File: config.mk
export PLATFORM = sky130hd
export DESIGN_NAME = button_debouncer_flat
export DESIGN_NICKNAME = d
export VERILOG_FILES = /design/src/rtl/button_debouncer_pkg.sv /design/src/rtl/button_debouncer_if.sv /design/src/rtl/button_debouncer_synchronizer.sv /design/src/rtl/button_debouncer.sv /design/src/flat_wrapper.sv
export SDC_FILE = /design/constraint.sdc
export NUM_CORES = 1
export LEC_CHECK = 0
export CAP_MARGIN = 20
export CORE_AREA = 3 3 40 42
export DETAILED_ROUTE_END_ITERATION = 16
export DIE_AREA = 0 0 43 45
export MAX_ROUTING_LAYER = met4
export SKIP_CTS_REPAIR_TIMING = 1
export SLEW_MARGIN = 20
export SYNTH_ARGS = -nofsm -noshare
export SYNTH_HDL_FRONTEND = slang
export SYNTH_SLANG_ARGS = --single-unit
File: constraint.sdc
create_clock -name clk -period 1.5 [get_ports clk]
set_input_delay 0.3 -clock clk [delete_from_list [all_inputs] [get_ports clk]]
set_output_delay 0.3 -clock clk [all_outputs]
set_load 0.03 [all_outputs]
File: src/rtl/button_debouncer_pkg.sv
// Shared types and helpers for the button debouncer FSM.
package debounce_pkg;

  typedef enum logic [1:0] {
    STABLE_LOW   = 2'd0,
    PENDING_HIGH = 2'd1,
    STABLE_HIGH  = 2'd2,
    PENDING_LOW  = 2'd3
  } debounce_state_t;

  localparam int GLITCH_CNT_W = 8;

  function automatic logic state_level(input debounce_state_t s);
    return (s == STABLE_HIGH) || (s == PENDING_LOW);
  endfunction

  function automatic logic state_pending(input debounce_state_t s);
    return (s == PENDING_HIGH) || (s == PENDING_LOW);
  endfunction

endpackage

File: src/rtl/button_debouncer_if.sv
// Signal bundle between the debouncer and its raw input / downstream consumer.
// glitch_count exists only when BUTTON_DEBOUNCER_GLITCH_COUNT_EN is defined.
interface button_debouncer_if;
  import debounce_pkg::*;

  logic in;
  logic debounced;
  logic busy;
`ifdef BUTTON_DEBOUNCER_GLITCH_COUNT_EN
  logic [GLITCH_CNT_W-1:0] glitch_count;

  modport master (output in, input debounced, input busy, input glitch_count);
  modport slave  (input in, output debounced, output busy, output glitch_count);
`else
  modport master (output in, input debounced, input busy);
  modport slave  (input in, output debounced, output busy);
`endif

endinterface

File: src/rtl/button_debouncer_synchronizer.sv
// Generic multi-flop synchroniser with asynchronous active-low reset to RESET_VAL.
module synchronizer #(
  parameter int   STAGES    = 2,
  parameter logic RESET_VAL = 1'b0
) (
  input  logic clk,
  input  logic rst,
  input  logic d,
  output logic q
);

  logic [STAGES-1:0] r_chain;

  always_ff @(posedge clk or negedge rst) begin
    if (!rst) begin
      r_chain <= {STAGES{RESET_VAL}};
    end else begin
      r_chain <= {r_chain[STAGES-2:0], d};
    end
  end

  assign q = r_chain[STAGES-1];

endmodule

File: src/rtl/button_debouncer.sv
// Synchronises and debounces a raw button input; outputs are registered Moore levels.
// Optional rejected-change counter enabled by BUTTON_DEBOUNCER_GLITCH_COUNT_EN.
//
// state        | meaning
// STABLE_LOW   | debounced=0, synchronised input agrees
// PENDING_HIGH | debounced=0, timing a candidate rise
// STABLE_HIGH  | debounced=1, synchronised input agrees
// PENDING_LOW  | debounced=1, timing a candidate fall
module button_debouncer
  import debounce_pkg::*;
#(
  parameter int   SYNC_STAGES  = 2,
  parameter int   BOUNCE_TICKS = 16,
  parameter logic RESET_LEVEL  = 1'b0
) (
  input logic             clk,
  input logic             rst,
  button_debouncer_if.slave bus
);

  localparam int CNT_W = $clog2(BOUNCE_TICKS);
  localparam logic [CNT_W-1:0] CNT_TC  = CNT_W'(BOUNCE_TICKS - 1);
  localparam logic [CNT_W-1:0] CNT_ONE = CNT_W'(1);
  localparam debounce_state_t RESET_STATE = RESET_LEVEL ? STABLE_HIGH : STABLE_LOW;

  logic            w_s;
  debounce_state_t r_state;
  debounce_state_t w_state_nxt;
  logic [CNT_W-1:0] r_cnt;
  logic [CNT_W-1:0] w_cnt_nxt;
  logic            w_abort;
  logic            r_debounced;
  logic            r_busy;

  synchronizer #(
    .STAGES    (SYNC_STAGES),
    .RESET_VAL (RESET_LEVEL)
  ) u_sync (
    .clk (clk),
    .rst (rst),
    .d   (bus.in),
    .q   (w_s)
  );

  always_ff @(posedge clk or negedge rst) begin
    if (!rst) begin
      r_state     <= RESET_STATE;
      r_cnt       <= '0;
      r_debounced <= RESET_LEVEL;
      r_busy      <= 1'b0;
    end else begin
      r_state     <= w_state_nxt;
      r_cnt       <= w_cnt_nxt;
      r_debounced <= state_level(w_state_nxt);
      r_busy      <= state_pending(w_state_nxt);
    end
  end

  always_comb begin
    w_state_nxt = r_state;
    w_cnt_nxt   = r_cnt;
    w_abort     = 1'b0;
    case (r_state)
      STABLE_LOW: begin
        if (w_s) begin
          w_state_nxt = PENDING_HIGH;
          w_cnt_nxt   = CNT_ONE;
        end
      end
      STABLE_HIGH: begin
        if (!w_s) begin
          w_state_nxt = PENDING_LOW;
          w_cnt_nxt   = CNT_ONE;
        end
      end
      PENDING_HIGH: begin
        if (!w_s) begin
          w_state_nxt = STABLE_LOW;
          w_cnt_nxt   = '0;
          w_abort     = 1'b1;
        end else if (r_cnt == CNT_TC) begin
          w_state_nxt = STABLE_HIGH;
          w_cnt_nxt   = '0;
        end else begin
          w_cnt_nxt = r_cnt + CNT_ONE;
        end
      end
      PENDING_LOW: begin
        if (w_s) begin
          w_state_nxt = STABLE_HIGH;
          w_cnt_nxt   = '0;
          w_abort     = 1'b1;
        end else if (r_cnt == CNT_TC) begin
          w_state_nxt = STABLE_LOW;
          w_cnt_nxt   = '0;
        end else begin
          w_cnt_nxt = r_cnt + CNT_ONE;
        end
      end
      default: begin
        w_state_nxt = RESET_STATE;
        w_cnt_nxt   = '0;
      end
    endcase
  end

  assign bus.debounced = r_debounced;
  assign bus.busy      = r_busy;

`ifdef BUTTON_DEBOUNCER_GLITCH_COUNT_EN
  logic [GLITCH_CNT_W-1:0] r_glitch_cnt;

  // Saturates so a chattering contact cannot wrap the count back to a small value.
  always_ff @(posedge clk or negedge rst) begin
    if (!rst) begin
      r_glitch_cnt <= '0;
    end else if (w_abort && (r_glitch_cnt != '1)) begin
      r_glitch_cnt <= r_glitch_cnt + GLITCH_CNT_W'(1);
    end
  end

  assign bus.glitch_count = r_glitch_cnt;
`else
  logic w_abort_unused;
  assign w_abort_unused = w_abort;
`endif

endmodule

File: src/flat_wrapper.sv
// flat-port wrapper written by rule: the top's interface ports become plain ports
module button_debouncer_flat import debounce_pkg::*;
#(
  parameter int   SYNC_STAGES  = 2,
  parameter int   BOUNCE_TICKS = 16,
  parameter logic RESET_LEVEL  = 1'b0
)
  (clk, rst, bus_in, bus_debounced, bus_busy);
  button_debouncer_if bus_i ();
  input logic clk;
  input logic rst;
  input wire logic [$bits(bus_i.in)-1:0] bus_in;
  output wire logic [$bits(bus_i.debounced)-1:0] bus_debounced;
  output wire logic [$bits(bus_i.busy)-1:0] bus_busy;
  assign bus_i.in = bus_in;
  assign bus_debounced = bus_i.debounced;
  assign bus_busy = bus_i.busy;
  button_debouncer #(.SYNC_STAGES(SYNC_STAGES), .BOUNCE_TICKS(BOUNCE_TICKS), .RESET_LEVEL(RESET_LEVEL)) u_core (.clk(clk), .rst(rst), .bus(bus_i));
endmodule
Yosys cells after proc, flatten, opt, wreduce, memory -nomap -nowiden
Cells that the tools add are included.
Widths: inputs -> output; s select.
{ "word_totals": {"regBits": 10, "inputBits": 3, "output_inout_bits": 2, "word_cells": 32} }
{ "op_classes": {"addsub": 1, "eq_ne": 9, "muxes": 13, "n_reduce_logical": 4} }
{ "ops": {"columns": ["cell", "count"], "rows": [
  ["$mux 4", 5],
  ["$pmux 4 s4", 1],
  ["$mux 2", 6],
  ["$eq 2x2->1 const B", 4],
  ["$pmux 2 s4", 1],
  ["$add 4x1->4 const B", 1],
  ["$eq 2x1->1 const B", 2],
  ["$eq 4x4->1 const B", 1],
  ["$ne 2x2->1 const B", 2],
  ["$logic_not 2->1", 1],
  ["$logic_or 1x1->1", 2],
  ["$reduce_and 2->1", 1]
]} }

Longest topological paths before layout
Gate-level depths: netlist (run 1).
{ "logic_depth": {"word_depth": 6, "ltp_mapped": 4, "ltp_nobuf": 4} }

Cells and area by module
A second synthesis (run 1) with hierarchy kept.
{ "hier_totals": {"cells_unflattened": 32, "hier_area_um2": 397.9} }
{ "modules_own_cells": {"columns": ["module", "n_inst", "cells_per_inst", "area_each_um2"], "rows": [
  ["button_debouncer", 1, 30, 347.8],
  ["synchronizer", 1, 2, 50.0]
]} }

Worst setup path before layout (run 1)
No wires, ideal clock.
{ "synth_timing": {"path_kind": "reg2reg", "start": "reg u_core.r_cnt[0]", "end": "reg u_core.r_debounced (netlist: u_core.bus.debounced)", "t_arrival_ns": 1.063, "required_time_ns": 1.375, "path_slack_ns": 0.313, "path_stages_with_launch": 4, "cell_sequence": "dfrtp_1 -> ha_1 -> nand4_1 -> mux2_2"} }
{ "synth_between": {"elab_chain_len": 6, "elab_cells_between_ends": 9, "cone_classes": "3 x eq/ne; 5 x mux; 1 x reduce/logical"} }
{ "synth_rtl": {"columns": ["item", "line_no", "text"], "rows": [
  ["start: declaration", "button_debouncer.sv:29", "logic [CNT_W-1:0] r_cnt;"],
  ["start signal: assignment", "button_debouncer.sv:53", "r_cnt <= w_cnt_nxt;"],
  ["$eq 4x4->1 *", "button_debouncer.sv:81, button_debouncer.sv:93", null],
  ["$mux 2, on equally long branches", "button_debouncer.sv:93, button_debouncer.sv:81", null],
  ["$mux 2, on equally long branches", "button_debouncer.sv:89, button_debouncer.sv:77", null],
  ["$pmux 2 s4 *", "button_debouncer.sv:63", "case (r_state)"],
  ["net u_core.w_state_nxt[1]", "button_debouncer.sv:28", "debounce_state_t w_state_nxt;"],
  ["$eq 2x2->1", "button_debouncer_pkg.sv:14", "return (s == STABLE_HIGH) || (s == PENDING_LOW);"],
  ["$logic_or 1x1->1 *", "button_debouncer_pkg.sv:14", null],
  ["end signal: assignment", "button_debouncer.sv:54", "r_debounced <= state_level(w_state_nxt);"],
  ["end: declaration", "button_debouncer.sv:32", "logic r_debounced;"]
]} }
Mark *: on every way through the listed nets, which the timed path passes. The rest lies on a longest branch.
A chain may end at the register's enable or synchronous reset.

Worst setup path in the final report (run 1)
Ends and elaborated chain as after synthesis.

==> key figures, run 1 <==
Final layout
  • Most frequent cells in the layout: 9 x dfrtp_1, 5 x nand2_1, 3 x clkbuf_4
  • Diodes inserted: 0
  • Multi-input combinational cell area: 159 um2
  • Reg area: 225 um2
  • Post-Route Utilization: a little under two fifths
  • Layout cells sized above 1: between 10% and 20%
  • Nets: 47
  • Fin cells: 57
  • Fill cells: ~130
  • Commonest non-fill, non-tap cell in the layout: dfrtp_1
  • Growth of design area from synthesis to finish: 23.2%

Global route
  • Largest net degree at the start of global routing: 10
  • Initial antenna violation count: 0
  • GRT Total Usage: 8.95%
  • Vias in the first global route: approximately 260
  • Gr ovfl total: 0
  • Global-route wire length before repair: about 1200 um

Floorplan
  • Die X: 43 um
  • Die ar.: between 0.0015 and 0.002 mm2
  • Row count: 13
  • Die Y: 45 um
  • Core area: around 0.0013 mm2
  • Boundary Pins: 5
  • Initial core utilization: a little under a third

Drt
  • WL final: approximately 670 um
  • Initial DRT Pass Iterations: 1
  • Initial DRC count: 0
  • Drt drc: 0
  • Vias: 270
  • Drt via density: 4.74
  • Antenna-violating nets left: 0
  • Wirelength per Cell: approximately 12 um

STA
  • Maximum clock frequency: 0.781 GHz
  • Pins Over Slew Limit: 0
  • Period utilization: between 80 and 90%
  • Setup-failing EPs final: 0
  • Final Skew: ~0.005 ns
  • Tmin final: 1.28 ns
  • Worst-Margin Slew: 0.438 ns
  • Setup_tns: 0 ns
  • Final Hold Fails: 0
  • Slew headroom: slightly above 70%
  • RSZ-0062 raised after global routing: false

Logic synthesis
  • Number of synthesized register bits: 9
  • Yosys warnings: 0
  • Mapped cell area: 388 um2
  • Largest cells by area after synthesis: dfrtp_1 58%, nand2_1 4.8%, xor2_1 4.5%, and2_1 3.2%, ha_1 3.2%
  • Syn Inst Count: 34
  • Average size of a mapped cell: about 11 um2
  • Synth top area share: about three fifths
  • Yosys cell types: 18
  • Area leader, netlist: dfrtp_1
  • Mapped Nets: 38
  • Sequential element share of the synthesized area: between 50% and 60%

Setup path
  • RR Endpoint: u_core.bus.debounced
  • Crit-path max FO: 5
  • Worst Setup Start Kind: register
  • CP startpoint: u_core.r_cnt[0]
  • RR Startpoint: u_core.r_cnt[0]
  • Worst r2r path cells: 3
  • CP Class: reg -> reg
  • Worst Setup End Kind: register
  • Worst EP arrival: 1.42 ns
  • Worst path required time: 1.64 ns
  • R2r setup slk: ~0.22 ns

CTS
  • Clock-pin slew on the worst setup and hold paths: ~0.060 ns
  • Clk sinks: 9
  • CTS tree: built
  • Total CTS buffers: 3
  • H-tree depth: 1
  • CTS Root Cell: clkbuf_4
  • CTS Buffer Depth: 2
  • Clk_lat worst skew: roughly 0.25 ns

Pwr
  • Leak pwr: between 0.2 and 0.25 nW
  • PwrDens: 1050 mW/mm2
  • Tot Pwr: 503 uW
  • Worst vdd ir: around 0.00064 V

Place
  • Gpl congestion: 0.752
  • Port buffer count: 4
  • Placed Cells: 53

Run status
  • Run status: finished, final reports clean

Hold path
  • HP Class: in -> async

Job
  • Max Cap Violations: 0
cells in the mapped netlist:
cell / n
ha_1: 1
o22ai_1: 1
o21ai_0: 2
and2_1: 2
nor2_1: 1
xnor2_1: 1
xor2_1: 2
inv_1: 1
mux2_2: 1
a31o_2: 1
and4b_1: 1
nand3_1: 2
a311oi_1: 1
and2b_2: 1
dfrtp_1: 9
nand4_1: 1
nand2_1: 5
a21oi_1: 1
state kept, by name, indices dropped and copies added (netlist names):
register               flops
u_core.u_sync.r_chain      2
u_core.bus.busy            1
u_core.r_cnt               4
u_core.bus.debounced       1
u_core.r_state             1
cells by family (layout without fill, tap and decap cells):
kind of cell	count (synthesis)	after routing	share of synthesized area, %
xor gates and xnor gates	3	3	6.78
adders and majority gates	1	1	3.23
DFF	9	9	58.1
AOI/OAI and AO/OA	6	6	10.0
and+or+nand+nor	13	13	18.1
muxes	1	1	2.90
buffers and inverters	1	9	0.967
cell type report:
cell class,instances,area share [%]
sequential,9,47.1
multi-input combinational,24,33.2
timing repair buffer,4,9.42
clock buffer,4,5.50
tap,15,3.93
inverter,1,0.785
per-layer routing:
metal | track usage [%] | vias up | part of all wire (%)
met4 | 3.61 | 0 | 1.2
li1 | - | 137 | -
met5 | - | - | 0
met2 | 14.7 | 8 | 47
met1 | 8.25 | 123 | 45
met3 | 5.98 | 2 | 6.7
critical path, cell delays in order (launching register included):
cell and delay, ns:
dfrtp_1 0.42, ha_1 0.27, nand4_1 0.13, mux2_2 0.34
power breakdown:
part | internal, mW | switching [mW] | total (mW) | leakage, nW
Clock | 0.102 | 0.0759 | 0.178 | 0.0150
Combinational | 0.0248 | 0.0258 | 0.0506 | 0.110
Sequential | 0.258 | 0.0172 | 0.275 | 0.113
through the flow:
| step | setup slack (ns) | hold slack, ns | area, um2 |
|---|---|---|---|
| after floorplan | 0.313 | 0.00441 | 388 |
| after global placement | 0.137 | 0.335 | 447 |
| after detailed placement | 0.128 | 0.346 | 447 |
| after CTS | -0.152 | 0.351 | 473 |
| after global routing | 0.121 | 0.352 | 478 |
| final | 0.220 | 0.337 | 478 |
worst max path at each step:
stage	to	slack (ns)	depth (start not counted)
floorplan	u_core.bus.debounced	0.31	3
global placement	bus_debounced	0.14	1
detailed placement	bus_debounced	0.13	1
CTS	bus_debounced	-0.15	1
global route	u_core.bus.debounced	0.12	3
finish	u_core.bus.debounced	0.22	3
(Power assumes the default switching activity.)
==> run 2: changes to the inputs <==
--- a/config.mk
+++ b/config.mk
@@ -7,11 +7,11 @@
 export LEC_CHECK = 0
 export CAP_MARGIN = 20
 export CORE_AREA = 3 3 40 42
+export CTS_BUF_LIST = sky130_fd_sc_hd__clkbuf_2 sky130_fd_sc_hd__clkbuf_4 sky130_fd_sc_hd__clkbuf_8
 export DETAILED_ROUTE_END_ITERATION = 16
 export DIE_AREA = 0 0 43 45
 export MAX_ROUTING_LAYER = met4
 export SKIP_CTS_REPAIR_TIMING = 1
-export SLEW_MARGIN = 20
 export SYNTH_ARGS = -nofsm -noshare
 export SYNTH_HDL_FRONTEND = slang
 export SYNTH_SLANG_ARGS = --single-unit
==> run 2 against run 1 <==
Against the previous run:
- wire length fell by 1.6%
- sequential power barely moved
- combinational power barely moved
- global-route usage fell by 0.44 points
- design area rose by 0.79%
- clock power rose by 11%
==> key figures, run 2 (synthesized netlist as in run 1, its figures left out) <==
Final layout
  • Largest regs: u_core.r_cnt (4), u_core.u_sync.r_chain (2)
  • Most frequent cells in the layout: 9 x dfrtp_1, 5 x nand2_1, 4 x clkbuf_4
  • Fill cells: 131 (+2.3%)
  • Diodes inserted: 0 (unchanged)
  • Growth of design area from synthesis to finish: 24.2%
  • Max reg flops: 4 (unchanged)
  • Top reg by flops: u_core.r_cnt
  • Layout cells sized above 1: 16.7% (+2.4 points)
  • Nets: 47 (unchanged)
  • Commonest non-fill, non-tap cell in the layout: dfrtp_1

Setup path
  • Crit-path max FO: 5 (unchanged)
  • Worst path required time: 1.64 ns (about the same)
  • CP Class: reg -> reg
  • Worst Setup Start Kind: register
  • Worst EP arrival: 1.42 ns (about the same)
  • Worst Setup End Kind: register

Run status
  • Run status: finished, final reports clean

Drt
  • Drt via density: 4.63 (-2.2%)
  • WL final: 656 um (-1.6%)
  • Initial DRC count: 2 (+2)
  • Wirelength per Cell: 11.5 um (-1.6%)
  • Vias: 264 (-2.2%)
  • Initial DRT Pass Iterations: 2 (+1)
  • Drt drc: 0 (unchanged)
  • Antenna-violating nets left: 0 (unchanged)

Pwr
  • Leak pwr: 0.241 nW (+1.4%)
  • Clk pwr share: 37.6% (+2.3 points)
  • Reg power frac: 52.7% (-1.9 points)
  • PwrDens: 1080 mW/mm2 (+2.9%)
  • Psw: 119 uW (+0.37%)
  • Worst vdd ir: 0.000642 V (+0.31%)
  • Internal Power: 403 uW (+4.7%)
  • Combinational share of power: 9.7% (-0.4 points)
  • Switching Fraction: 22.9% (-0.75 points)

Floorplan
  • Initial core utilization: 30.2% (unchanged)
  • Row count: 13 (unchanged)
  • Die ar.: 0.00194 mm2 (unchanged)
  • Die Y: 45 um (unchanged)
  • Die X: 43 um (unchanged)
  • Boundary Pins: 5 (unchanged)
  • Core area: 0.00128 mm2 (unchanged)

Global route
  • Global-route wire length before repair: 1100 um (-4.2%)
  • Gr ovfl total: 0 (unchanged)
  • Vias in the first global route: 248 (-3.5%)
  • GRT Total Usage: 8.51% (-0.44 points)
  • Initial antenna violation count: 0 (unchanged)
  • Largest net degree at the start of global routing: 10 (unchanged)

STA
  • Slew headroom: 70.0% (-0.71 points)
  • Worst-Margin Slew: 0.448 ns (+0.0107 ns)
  • Period utilization: 85.5% (+0.15 points)
  • Pins Over Slew Limit: 0 (unchanged)
  • Setup_tns: 0 ns (unchanged)
  • Tmin final: 1.28 ns (+0.00229 ns)
  • Setup-failing EPs final: 0 (unchanged)
  • Maximum clock frequency: 0.780 GHz (-0.18%)
  • Final hold slack: 0.331 ns (-0.00582 ns)
  • Final Hold Fails: 0 (unchanged)
  • Final Skew: 0.00568 ns (+0.000603 ns)
  • RSZ-0062 raised after global routing: false

CTS
  • Clock-pin slew on the worst setup and hold paths: 0.06 ns (about the same)
  • Clk sinks: 9 (unchanged)
  • CTS Root Cell: clkbuf_4
  • CTS tree: built
  • Total CTS buffers: 3 (unchanged)
  • CTS Buffer Depth: 2 (unchanged)
  • H-tree depth: 1 (unchanged)
  • Clk_lat worst skew: 0.25 ns (about the same)

Place
  • Gpl congestion: 0.752 (unchanged)
  • Port buffer count: 4 (unchanged)

Hold path
  • HP Class: in -> async

Job
  • Max Cap Violations: 0 (unchanged)
==> run 2: cell counts in the layout (fill, tap and decap cells not counted) <==
No cell type changed its count.
==> run 2: final cells by class <==
cell class	count	area (um2)	area share, %
Clock buffer	4	30.0	6.23
Inverter	1	3.75	0.779
Multi-Input combinational cell	24	159	33.0
Sequential cell	9	225	46.8
Tap cell	15	18.8	3.90
Timing Repair Buffer	4	45.0	9.35
==> run 2: power groups by stage <==
stage / registers [mW] / logic (mW) / clock network (mW)
5_1_grt: 0.277 / 0.0567 / 0.222
3_5_place_dp: 0.279 / 0.0509 / 0
4_1_cts: 0.274 / 0.0518 / 0.207
6_report: 0.275 / 0.0504 / 0.197
3_3_place_gp: 0.278 / 0.0494 / 0
2_1_floorplan: 0.277 / 0.0301 / 0
==> run 2: critical path, cell delays in order, from the launching register on <==
cell	delay, ns
dfrtp_1	0.42
ha_1	0.27
nand4_1	0.13
mux2_2	0.34
==> run 2: worst paths after layout <==
| kind | from | to | slack, ns | cells past startpoint |
|---|---|---|---|---|
| max | u_core.r_cnt[0] | u_core.bus.debounced | 0.22 | 3 |
| min | rst | u_core.r_cnt[2] | 0.33 | 1 |
| min in group clk | u_core.u_sync.r_chain[0] | u_core.u_sync.r_chain[1] | 0.35 | 0 |
| max in group asynchronous | rst | u_core.u_sync.r_chain[1] | 0.89 | 1 |
| max reg2reg | u_core.r_cnt[0] | u_core.bus.debounced | 0.22 | 3 |
| min reg2reg | u_core.u_sync.r_chain[0] | u_core.u_sync.r_chain[1] | 0.35 | 0 |
==> run 2: through the flow <==
stage	cell area [um2]	total power, mW	instances	utilization (%)	setup slack (ns)
2_1_floorplan	388	0.308	34	-	0.313
3_3_place_gp	447	0.327	53	34.8	0.137
3_5_place_dp	447	0.330	53	34.8	0.128
4_1_cts	477	0.533	57	37.1	-0.152
5_1_grt	482	0.555	57	37.5	0.121
6_report	482	0.522	57	37.5	0.218
==> run 2: layer usage <==
| metal | vias to the layer above | track usage [%] | wire length, um |
|---|---|---|---|
| li1 | 137 | - | - |
| met1 | 117 | 8.23 | 300 |
| met2 | 8 | 13.2 | 302 |
| met3 | 2 | 5.98 | 45 |
| met4 | 0 | 3.61 | 8 |
| met5 | - | - | 0 |
==> run 3: changes to the inputs <==
==> constraint.sdc (replaced) <==
create_clock -name clk -period 1.2 [get_ports clk]
set_input_delay 0.24 -clock clk [delete_from_list [all_inputs] [get_ports clk]]
set_output_delay 0.24 -clock clk [all_outputs]
set_load 0.03 [all_outputs]
==> run 3 against run 2 <==
Against the previous run:
- design area is 5.7% higher
- sequential cell count unchanged
- non-clock buffer count rose by 4
- wire length is 2.9% higher
- power grew 28%
- critical endpoint unchanged
- highest routed layer unchanged
==> key figures, run 3 (synthesized netlist as in run 1, its figures left out) <==
Run status
  • Run status: finished, final reports clean

STA
  • Setup_tns: 0 ns (unchanged)
  • RSZ-0062 raised after global routing: true
  • Tmin final: 1.16 ns (-0.122 ns)
  • Final Hold Fails: 0 (unchanged)
  • Period utilization: 96.7% (+11 points)
  • Pins Over Slew Limit: 0 (unchanged)
  • Slew headroom: 73.6% (+3.6 points)
  • Final worst-path setup slack: 0.0394 ns (-0.178 ns)
  • Maximum clock frequency: 0.862 GHz (+11%)
  • Setup-failing EPs final: 0 (unchanged)
  • Final hold slack: 0.257 ns (-0.0739 ns)
  • Final Skew: 0.00675 ns (+0.00108 ns)
  • Worst-Margin Slew: 0.395 ns (-0.0534 ns)

Job
  • Max Cap Violations: 0 (unchanged)

Setup path
  • Worst Setup End Kind: register
  • Crit-path max FO: 4 (-1)
  • Worst path required time: 1.36 ns (-0.28 ns)
  • RR Startpoint: u_core.r_cnt[1]
  • CP Class: reg -> reg
  • R2r setup slk: 0.04 ns (-0.18 ns)
  • Worst EP arrival: 1.32 ns (-0.10 ns)
  • RR Endpoint: u_core.bus.debounced
  • Worst Setup Start Kind: register
  • Worst r2r path cells: 3 (unchanged)

Final layout
  • Top reg by flops: u_core.r_cnt
  • Layout cells sized above 1: 32.6% (+16 points)
  • Most frequent cells in the layout: 9 x dfrtp_1, 6 x buf_4, 5 x nand2_1
  • Growth of design area from synthesis to finish: 31.3%
  • Largest regs: u_core.r_cnt (4), u_core.u_sync.r_chain (2)
  • Fill cells: 138 (+5.3%)
  • Fin cells: 61 (+7.0%)
  • Nets: 51 (+8.5%)
  • Post-Route Utilization: 39.6% (+2.1 points)
  • Max reg flops: 4 (unchanged)
  • Design area: 509 um2 (+5.7%)
  • Diodes inserted: 0 (unchanged)
  • Commonest non-fill, non-tap cell in the layout: dfrtp_1

Drt
  • Drt drc: 0 (unchanged)
  • Antenna-violating nets left: 0 (unchanged)
  • Vias: 290 (+9.8%)
  • Wirelength per Cell: 11.1 um (-3.9%)
  • Drt via density: 4.75 (+2.6%)
  • Initial DRT Pass Iterations: 3 (+1)
  • Initial DRC count: 6 (+4)
  • WL final: 675 um (+2.9%)

CTS
  • CTS Buffer Depth: 2 (unchanged)
  • H-tree depth: 1 (unchanged)
  • CTS Root Cell: clkbuf_4
  • Clk sinks: 9 (unchanged)
  • Clock-pin slew on the worst setup and hold paths: 0.07 ns (about the same)
  • Clk_lat worst skew: 0.27 ns (+0.02 ns)
  • CTS tree: built
  • Total CTS buffers: 3 (unchanged)

Place
  • Pre-CTS setup slack: -0.000633 ns (-0.129 ns)
  • Detail Placement HPWL: about 500 um
  • Placed Cells: 57 (+7.5%)
  • Gpl congestion: 0.779 (+3.5%)
  • Port buffer count: 4 (unchanged)
  • DP Area: 472 um2 (+5.6%)

Pwr
  • Internal Power: 493 uW (+22%)
  • Reg power frac: 50.3% (-2.4 points)
  • Leak pwr: 0.238 nW (-1.2%)
  • Clk pwr share: 36.1% (-1.5 points)
  • PwrDens: 1310 mW/mm2 (+21%)
  • Worst vdd ir: 0.000628 V (-2.1%)
  • Switching Fraction: 26.1% (+3.3 points)
  • Psw: 175 uW (+46%)
  • Tot Pwr: 668 uW (+28%)
  • Combinational share of power: 13.6% (+3.9 points)

Global route
  • Gr ovfl total: 0 (unchanged)
  • Vias in the first global route: 274 (+10%)
  • GRT Total Usage: 8.51% (about the same)
  • Initial antenna violation count: 0 (unchanged)
  • Global-route wire length before repair: 1110 um (+0.54%)
  • Largest net degree at the start of global routing: 10 (unchanged)

Floorplan
  • Core area: 0.00128 mm2 (unchanged)
  • Die ar.: 0.00194 mm2 (unchanged)
  • Die Y: 45 um (unchanged)
  • Initial core utilization: 30.2% (unchanged)
  • Die X: 43 um (unchanged)
  • Row count: 13 (unchanged)
  • Boundary Pins: 5 (unchanged)

Hold path
  • HP Class: in -> async
[run 3: per-layer routing]
layer	share of wire (%)	vias up	wire length, um	GRT usage (%)
met3	5.9	2	40	3.59
met5	0	-	0	-
met4	2.8	0	19	5.42
li1	-	146	-	-
met2	44	7	297	12.6
met1	47	135	318	9.50
[run 3: power by group through the flow]
stage / logic, mW / clock network [mW] / registers (mW)
finish: 0.0908 / 0.241 / 0.336
global route: 0.102 / 0.251 / 0.340
CTS: 0.0900 / 0.244 / 0.335
detailed placement: 0.0894 / 0 / 0.341
global placement: 0.0893 / 0 / 0.340
floorplan: 0.0377 / 0 / 0.347
[run 3: worst max path at each step]
stage                                from              endpoint  slack (ns)  cells past startpoint
after floorplan           u_core.r_cnt[0]  u_core.bus.debounced        0.01                      3
after global placement    u_core.r_cnt[0]  u_core.bus.debounced        0.03                      3
after detailed placement  u_core.r_cnt[0]  u_core.bus.debounced     -0.0006                      3
after CTS                 u_core.r_cnt[0]  u_core.bus.debounced       -0.01                      3
after global routing      u_core.r_cnt[1]  u_core.bus.debounced       -0.01                      3
final                     u_core.r_cnt[1]  u_core.bus.debounced        0.04                      3
[run 3: worst max-delay path, stage by stage (launching register included)]
cell     delay [ns]
dfrtp_1        0.39
ha_2           0.22
nand4_1        0.11
mux2_2         0.34
[run 3: layout make-up]
type | count | area (um2) | share of cell area [%]
tap | 15 | 18.8 | 3.69
sequential | 9 | 225 | 44.2
clock inverter | 1 | 5.00 | 0.983
inverter | 1 | 3.75 | 0.737
multi-input combinational | 24 | 169 | 33.2
timing repair buffer | 8 | 65.1 | 12.8
clock buffer | 3 | 22.5 | 4.42
